==> src/rtl/alu_arbiter_mips.sv <==
// alu_arbiter_mips: shares one alu_mips between two requesters, holds the ALU inputs for
// ALU_LATENCY cycles and returns the tagged result. Define ALU_ARB_RR_EN for round-robin arbitration.
module alu_arbiter_mips #(
  parameter int WIDTH       = 32,
  parameter int ALU_LATENCY = 1
) (
  input  logic             clk,
  input  logic             reset,
  input  logic             req0_valid,
  output logic             req0_ready,
  input  logic [1:0]       req0_op1,
  input  logic [1:0]       req0_op2,
  input  logic             req0_op3,
  input  logic             req0_signed,
  input  logic [WIDTH-1:0] req0_a,
  input  logic [WIDTH-1:0] req0_b,
  input  logic             req1_valid,
  output logic             req1_ready,
  input  logic [1:0]       req1_op1,
  input  logic [1:0]       req1_op2,
  input  logic             req1_op3,
  input  logic             req1_signed,
  input  logic [WIDTH-1:0] req1_a,
  input  logic [WIDTH-1:0] req1_b,
  output logic [1:0]       alu_op1,
  output logic [1:0]       alu_op2,
  output logic             alu_op3,
  output logic             alu_signed,
  output logic [WIDTH-1:0] alu_a,
  output logic [WIDTH-1:0] alu_b,
  input  logic [WIDTH-1:0] alu_result,
  input  logic             alu_slt,
  output logic             rsp_valid,
  input  logic             rsp_ready,
  output logic             rsp_id,
  output logic [WIDTH-1:0] rsp_result,
  output logic             rsp_slt,
  output logic             busy
);

  // state | meaning
  // IDLE  | no operation in flight; the granted requester sees reqN_ready
  // EXEC  | ALU inputs held while cnt counts down the ALU latency
  // RESP  | result held on rsp_*, waiting for rsp_ready
  typedef enum logic [1:0] {ST_IDLE, ST_EXEC, ST_RESP} state_t;

  localparam logic [3:0] CNT_LOAD = 4'(ALU_LATENCY - 1);

  state_t     state;
  logic [3:0] cnt;
  logic       grant0;
  logic       grant1;
  logic       can_accept;
  logic       accept;

`ifdef ALU_ARB_RR_EN
  logic last_grant;

  // On a tie the requester that did not win last time is served.
  always_comb begin
    grant0 = req0_valid & (~req1_valid | last_grant);
    grant1 = req1_valid & (~req0_valid | ~last_grant);
  end

  always_ff @(posedge clk) begin
    if (reset)
      last_grant <= 1'b1;
    else if (accept)
      last_grant <= grant1;
  end
`else
  always_comb begin
    grant0 = req0_valid;
    grant1 = req1_valid & ~req0_valid;
  end
`endif

  assign can_accept = (state == ST_IDLE) & ~reset;
  assign req0_ready = can_accept & grant0;
  assign req1_ready = can_accept & grant1;
  assign accept     = can_accept & (grant0 | grant1);

  always_ff @(posedge clk) begin
    if (reset) begin
      state      <= ST_IDLE;
      cnt        <= '0;
      alu_op1    <= '0;
      alu_op2    <= '0;
      alu_op3    <= 1'b0;
      alu_signed <= 1'b0;
      alu_a      <= '0;
      alu_b      <= '0;
      rsp_valid  <= 1'b0;
      rsp_id     <= 1'b0;
      rsp_result <= '0;
      rsp_slt    <= 1'b0;
      busy       <= 1'b0;
    end else begin
      case (state)
        ST_IDLE: begin
          if (accept) begin
            alu_op1    <= grant1 ? req1_op1    : req0_op1;
            alu_op2    <= grant1 ? req1_op2    : req0_op2;
            alu_op3    <= grant1 ? req1_op3    : req0_op3;
            alu_signed <= grant1 ? req1_signed : req0_signed;
            alu_a      <= grant1 ? req1_a      : req0_a;
            alu_b      <= grant1 ? req1_b      : req0_b;
            rsp_id     <= grant1;
            cnt        <= CNT_LOAD;
            busy       <= 1'b1;
            state      <= ST_EXEC;
          end
        end
        ST_EXEC: begin
          if (cnt != 4'd0) begin
            cnt <= cnt - 4'd1;
          end else begin
            rsp_result <= alu_result;
            rsp_slt    <= alu_slt;
            rsp_valid  <= 1'b1;
            state      <= ST_RESP;
          end
        end
        ST_RESP: begin
          if (rsp_ready) begin
            rsp_valid <= 1'b0;
            busy      <= 1'b0;
            state     <= ST_IDLE;
          end
        end
        default: begin
          busy  <= 1'b0;
          state <= ST_IDLE;
        end
      endcase
    end
  end

endmodule
==> config.mk <==
export PLATFORM = sky130hd
export DESIGN_NAME = alu_arbiter_mips
export DESIGN_NICKNAME = d
export VERILOG_FILES = /design/src/rtl/alu_arbiter_mips.sv
export SDC_FILE = /design/constraint.sdc
export NUM_CORES = 1
export LEC_CHECK = 0
export CORE_MARGIN = 10
export CORE_UTILIZATION = 39
export CTS_CLUSTER_SIZE = 20
export DETAILED_ROUTE_END_ITERATION = 10
export PLACE_DENSITY = 0.8
export SETUP_SLACK_MARGIN = 0.05
export SKIP_CTS_REPAIR_TIMING = 1
export SLEW_MARGIN = 10
export SYNTH_ARGS = -nofsm -noshare
export SYNTH_HDL_FRONTEND = slang
export SYNTH_SLANG_ARGS = --single-unit
==> constraint.sdc <==
create_clock -name clk -period 1.92 [get_ports clk]
set_input_delay 0.192 -clock clk [delete_from_list [all_inputs] [get_ports clk]]
set_output_delay 0.192 -clock clk [all_outputs]
set_load 0.005 [all_outputs]
==> impl_results.md, run 1 <==
- Outcome: finished, final reports clean
- Synth Register Bits: 112
- Post-route ant nets: 0
- Final Hold Fails: 0
- Crit-path max FO: 30
- Final period util: 0.8628
- Vias in the first global route: 5299
- Multi-input logic area: 2516 µm²
- Cells after Synth: 532
- Core area: 12720 µm²
- RePlAce Congestion: 0.8798
- Pleak: 3.239 nW
- Hold slack: 0.3681 ns
- Largest net degree at the start of global routing: 91
- Clk Latency, worst-skew pair: 0.35 ns
- Fill cell count: 1078
- Setup Crit Path Kind: register to register
- Tightest Hold Check Type: primary input to register
- Clock slew at reported path FFs: 0.08 ns
- Mean number of vias per cell: 5.354
- Crit path launch type: register
- Synthesized net count: 712
- Root Buffer: clkbuf_16
- DRT Pass-1 Iters: 5
- PortBufs: 285
- CTS buffer count: 9
- Layout cell share with drive strength beyond 1: 0.08481
- Relative slew slack: 0.3171
- CTS tree: yes
- Synth Area in Adders: 0.004894
- PwrDens: 732.0 nW/µm²
- Yosys warnings: 0
- Clock Sinks: 112
- Area grow syn2layout: 63.71%
- Xor/xnor share of the synthesized area: 0
- Initial antenna violation count: 0
- Pins over their slew limit: 0
- Global-route wire length before repair: 29730 µm
- Diode count: 0
- Simple-Gate Fraction of Synth Area: 0.06655
- Yosys cell types: 33
- Mux share of post-synthesis cell area: 0.1370
- Worst path required time: 2.19 ns
- Clock skew: 0.007766 ns
- Seq/Total Area, Yosys: 0.4385
- # IOs: 286
- Min Tclk post-route: 1.657 ns
- Initial Utilization: 0.4019
- Crit end category: register
- Compound-Gate Fraction of Synth Area: 0.2806
- RSZ-0062 raised after global routing: no
- Synthesized area: 5114 µm²
- Max Clock Freq: 603.7 MHz
- Arrival time worst endpoint: 1.93 ns
- DIE AREA: 18090 µm²
- Final #Nets: 965
- Final setup viols: 0
- Setup WS pre-CTS: 0.05858 ns
- Worst-Margin Slew: 1.024 ns
- Total gr overflow: 0
- DRC Markers: 0
- DP Wirelength: 14660 µm
- WL per Instance: 20.16 µm
- Std cell rows: 41
- Mean Syn Cell Area: 9.612 µm²
- Clock buffer depth: 2
- Max-Cap Viols: 0
- FF/Latch Area: 2242 µm²
- Max H-tree Level: 3
- Gr usage total: 0.2051
- Drt initial violations: 313
- Peak supply drop: 0.0004644 V
- Via count: 5151
- Die Wd: 134.5 µm
- Routed WL: 19400 µm
- Final WS setup: 0.2634 ns
- Die H: 134.5 µm
- Main combinational cell family by area after synthesis: compound AO/OA/AOI/OAI gates
==> path summary, 6_finish.rpt <==
path / from / end / slack (ns) / cells past startpoint
worst max-delay path: cnt[0] / rsp_result[0] / 0.26 / 6
worst min-delay path: reset / state[1] / 0.37 / 3
worst max register to register: cnt[0] / rsp_result[0] / 0.26 / 6
worst min register to register: busy / busy / 0.46 / 2
==> synthesized netlist by cell type <==
cell	n	area, µm²
a2111oi_0	1	8.760
a211oi_1	46	345.3
a211oi_2	25	312.8
a21oi_1	111	555.5
a22oi_1	1	7.510
and2_1	2	12.51
and2b_1	1	7.510
and3b_1	1	8.760
buf_1	1	3.750
buf_12	3	60.06
buf_2	23	115.1
buf_4	2	15.01
buf_6	5	56.30
clkbuf_1	28	105.1
dfxtp_1	112	2242
ha_1	2	25.02
inv_1	4	15.01
mux2i_1	70	700.7
nand2_1	3	11.26
nand2b_1	3	18.77
nand3_1	35	175.2
nor2_1	6	22.52
nor2_8	1	20.02
nor3_1	1	5.000
nor3_4	1	16.27
nor3b_1	1	7.510
o21ai_0	34	170.2
o221ai_1	3	26.28
o32ai_1	1	8.760
or2_2	1	6.260
or3_1	2	12.51
or3b_2	1	8.760
or4_1	1	7.510
==> report_power, final <==
part           internal (mW)  leakage (nW)  switching (mW)  total, mW
registers               2.52         0.921          0.0992       2.62
clock network           1.05         0.145           0.857       1.91
logic                  0.934          2.17           0.666       1.60
total                   4.51          3.24            1.62       6.13
==> critical path, cell delays in order, from the launching register on <==
cell	delay, ns
dfxtp_1	0.33
inv_1	0.10
ha_1	0.17
nor3b_2	0.40
buf_6	0.30
nand3_1	0.15
a21oi_1	0.13
==> per-stage QoR <==
step / TNS (ns) / power, mW / util / std cells / instance area, µm²
after global routing: 0 / 6.429 / 0.6580 / 962 / 8372
after CTS: -0.09634 / 6.203 / 0.6566 / 961 / 8353
after global placement: 0 / 4.231 / 0.6325 / 945 / 8046
after floorplan: 0 / 3.346 / - / 532 / 5114
after detailed placement: 0 / 4.277 / 0.6325 / 945 / 8046
final: 0 / 6.128 / 0.6580 / 962 / 8372
==> kinds of logic (layout without fill, tap and decap cells) <==
family                     after synthesis  count (layout)
AOI/OAI and AO/OA                      222             222
buffers and inverters                   66             324
and+or+nand+nor                         60              60
muxes                                   70              70
adders and majority gates                2               2
DFF                                    112             112
==> state kept, by name (all words and copies together), names as in the netlist <==
register / count
alu_a: 32
alu_b: 32
rsp_result: 32
cnt: 4
alu_op1: 2
alu_op2: 2
state: 2
alu_op3: 1
alu_signed: 1
busy: 1
rsp_id: 1
rsp_slt: 1
rsp_valid: 1
==> final cells by class <==
| class | count | area share |
|---|---|---|
| clock inverter | 6 | 0.008071 |
| clock buffer | 10 | 0.02855 |
| inverter | 4 | 0.001793 |
| sequential | 112 | 0.2678 |
| timing repair buffer | 304 | 0.3675 |
| multi-input combinational | 354 | 0.3006 |
| tap | 172 | 0.02571 |
==> metal layers <==
| layer | global-route usage | up-vias | part of all wire |
|---|---|---|---|
| met3 | 0.07418 | 27 | 0.086 |
| met5 | 0 | - | 0 |
| li1 | - | 2490 | - |
| met4 | 0.07799 | 0 | 0.023 |
| met1 | 0.2226 | 2439 | 0.39 |
| met2 | 0.3570 | 195 | 0.50 |
==> placed cells by master, fill, tap and decap left out, drive strengths merged, types with 5 or more instances in the layout <==
master,Yosys,final
a21oi,111,111
clkdlybuf4s50,0,282
clkbuf,28,10
a211oi,71,71
mux2i,70,70
nor2,7,7
buf,34,20
dfxtp,112,112
o21ai,34,34
inv,4,5
nand3,35,35
No activity file was read; power rests on OpenSTA's default activity.
==> run 2: changes to the inputs <==
Settings changed: CELL_PAD_IN_SITES_DETAIL_PLACEMENT set to 1, CELL_PAD_IN_SITES_GLOBAL_PLACEMENT set to 2, CORE_UTILIZATION 39 to 21, PLACE_DENSITY 0.8 to 0.78.
==> impl_results.md, run 2 (synthesized netlist as in run 1, its figures left out) <==
- PwrDens: 734.7 nW/µm² (+0.37%)
- Min-Delay Path Depth: 2 (-1)
- Multi-input logic area: 2514 µm² (about the same)
- Via count: 5108 (-0.83%)
- Min Tclk post-route: 1.690 ns (+0.03346 ns)
- Core area: 24110 µm² (+89%)
- Area grow syn2layout: 69.66%
- Peak supply drop: 0.0003797 V (-18%)
- Reg-to-Reg Start: cnt[0]
- RePlAce Congestion: 0.7386 (-16%)
- Final Hold Fails: 0 (unchanged)
- Vias in the first global route: 5389 (+1.7%)
- Post-Layout Cell Count: 1119 (+16%)
- Total internal power: 4.633 mW (+2.8%)
- Hold slack: 0.09343 ns (-0.2747 ns)
- # placed instances: 1103 (+17%)
- Clock skew: 0.01297 ns (+0.005200 ns)
- Power consumption: 6.374 mW (+4.0%)
- Drt initial violations: 247 (-21%)
- Net Sw Frac: 0.2731 (+0.008418)
- Clock Sinks: 112 (unchanged)
- Most common cell after layout, fill and taps aside: clkdlybuf4s50_1
- Tightest Hold Check Type: primary input to register
- Worst path required time: 2.15 ns (-0.04 ns)
- CTS tree: yes
- R2R Path End: rsp_valid
- Crit path buffers/inverters: 2 (unchanged)
- Setup Crit Path Kind: register to register
- Initial Utilization: 0.2121 (-0.1898)
- Mean number of vias per cell: 4.565 (-15%)
- Initial antenna violation count: 0 (unchanged)
- Crit path launch type: register
- Final #Nets: 970 (+0.52%)
- Top delay family on crit path: compound AO/OA/AOI/OAI gates
- Worst-Margin Slew: 0.5112 ns (-0.5131 ns)
- Net switching power: 1.741 mW (+7.3%)
- Routed WL: 22080 µm (+14%)
- Setup TNS: 0 ns (unchanged)
- Clock slew at reported path FFs: 0.08 ns (about the same)
- Min-delay src: reset
- Clk Latency, worst-skew pair: 0.36 ns (about the same)
- DIE AREA: 30990 µm² (+71%)
- Combinational power share: 0.258 (-0.003)
- Crit-path max FO: 5 (-83%)
- Diode count: 0 (unchanged)
- DRT Pass-1 Iters: 4 (-1)
- Total gr overflow: 0 (unchanged)
- Crit path cell chain: inv_1, ha_1, nor3b_2, buf_4, a21oi_1, a2111oi_0
- RSZ-0062 raised after global routing: no
- Final setup viols: 0 (unchanged)
- Sequential Power Share: 0.411 (-0.016)
- Std cell rows: 57 (+39%)
- Post-route ant nets: 0 (unchanged)
- # IOs: 286 (unchanged)
- Die Wd: 176.0 µm (+31%)
- Reg2reg setup slack: 0.23 ns (-0.03 ns)
- WHS Endpoint: state[1]
- Layout cell share with drive strength beyond 1: 0.09182 (+0.007014)
- Gr usage total: 0.1353 (-0.06981)
- Top flop regs: alu_a x32, alu_b x32, rsp_result x32
- WL per Instance: 19.74 µm (-2.1%)
- Most frequent cells in the layout: 282 x clkdlybuf4s50_1, 111 x a21oi_1, 111 x dfxtp_1
- Die H: 176.0 µm (+31%)
- Outcome: finished, final reports clean
- Clock share of power: 0.331 (+0.019)
- PortBufs: 285 (unchanged)
- Clock buffer depth: 2 (unchanged)
- Global-route wire length before repair: 33080 µm (+11%)
- Max Clock Freq: 591.7 MHz (-2.0%)
- Max H-tree Level: 3 (unchanged)
- Worst Reg-to-Reg Cells: 6 (unchanged)
- Crit end category: register
- Crit-path max cell delay: 0.36 ns (-0.04 ns)
- Final period util: 0.8802 (+0.01742)
- Root Buffer: clkbuf_16
- Pins over their slew limit: 0 (unchanged)
- Max-Cap Viols: 0 (unchanged)
- DP Wirelength: 16100 µm (+9.8%)
- Pleak: 3.301 nW (+1.9%)
- Largest net degree at the start of global routing: 97 (+6.6%)
- FF/Latch Area: 2243 µm² (about the same)
- DRC Markers: 0 (unchanged)
- Arrival time worst endpoint: 1.92 ns (about the same)
- CTS buffer count: 9 (unchanged)
- Fill cell count: 2770 (+160%)
- Relative slew slack: 0.6579 (+0.3408)
- Slowest CP cell: nor3b_2
[run 2: cell count changes in the layout (fill, tap and decap cells not counted), sizes merged]
cell,previous run,this run
bufinv,1,2
clkbuf,10,9
inv,5,7
buf,20,25
clkinvlp,2,0
[run 2: layer usage]
metal  GRT usage  vias up  share of wire
met5           0        -              0
met3     0.05404       15          0.081
met1      0.1593     2438           0.42
met4     0.03462        0          0.011
li1            -     2488              -
met2      0.2243      167           0.48
[run 2: worst max-delay path by stage]
stage	from	endpoint	slack, ns	depth (start not counted)
2_1_floorplan	cnt[0]	rsp_result[10]	0.30	7
3_3_place_gp	req0_valid	alu_b[15]	0.13	6
3_5_place_dp	req1_valid	req1_ready	0.09	4
4_1_cts	state[1]	req1_ready	-0.13	3
5_1_grt	cnt[0]	rsp_valid	0.06	6
6_report	cnt[0]	rsp_valid	0.23	6
[run 2: metrics by stage]
stage | cell area, µm² | utilization | setup WS (ns)
6_report | 8676 | 0.3599 | 0.2300
5_1_grt | 8676 | 0.3599 | 0.05611
4_1_cts | 8670 | 0.3596 | -0.1311
3_5_place_dp | 8344 | 0.3462 | 0.08674
3_3_place_gp | 8344 | 0.3462 | 0.1281
2_1_floorplan | 5114 | - | 0.2952
[run 2: power groups by stage]
stage	clock network (mW)	logic [mW]	registers [mW]
3_3_place_gp	0	1.66	2.67
6_report	2.11	1.65	2.62
2_1_floorplan	0	0.665	2.68
5_1_grt	2.31	1.78	2.65
4_1_cts	2.22	1.68	2.62
3_5_place_dp	0	1.68	2.67
[run 2: final cells by class]
type	count	area share
timing repair buffer	309	0.3657
tap	324	0.04673
inverter	4	0.001731
sequential	112	0.2586
clock buffer	9	0.02596
multi-input combinational	354	0.2897
clock inverter	7	0.01154
==> run 3: changes to the inputs <==
Settings changed: ABC_CLOCK_PERIOD_IN_PS set to 1920, GPL_ROUTABILITY_DRIVEN set to 0.
==> results of run 3 <==
Final layout, timing and power as in run 2 (identical DEF).
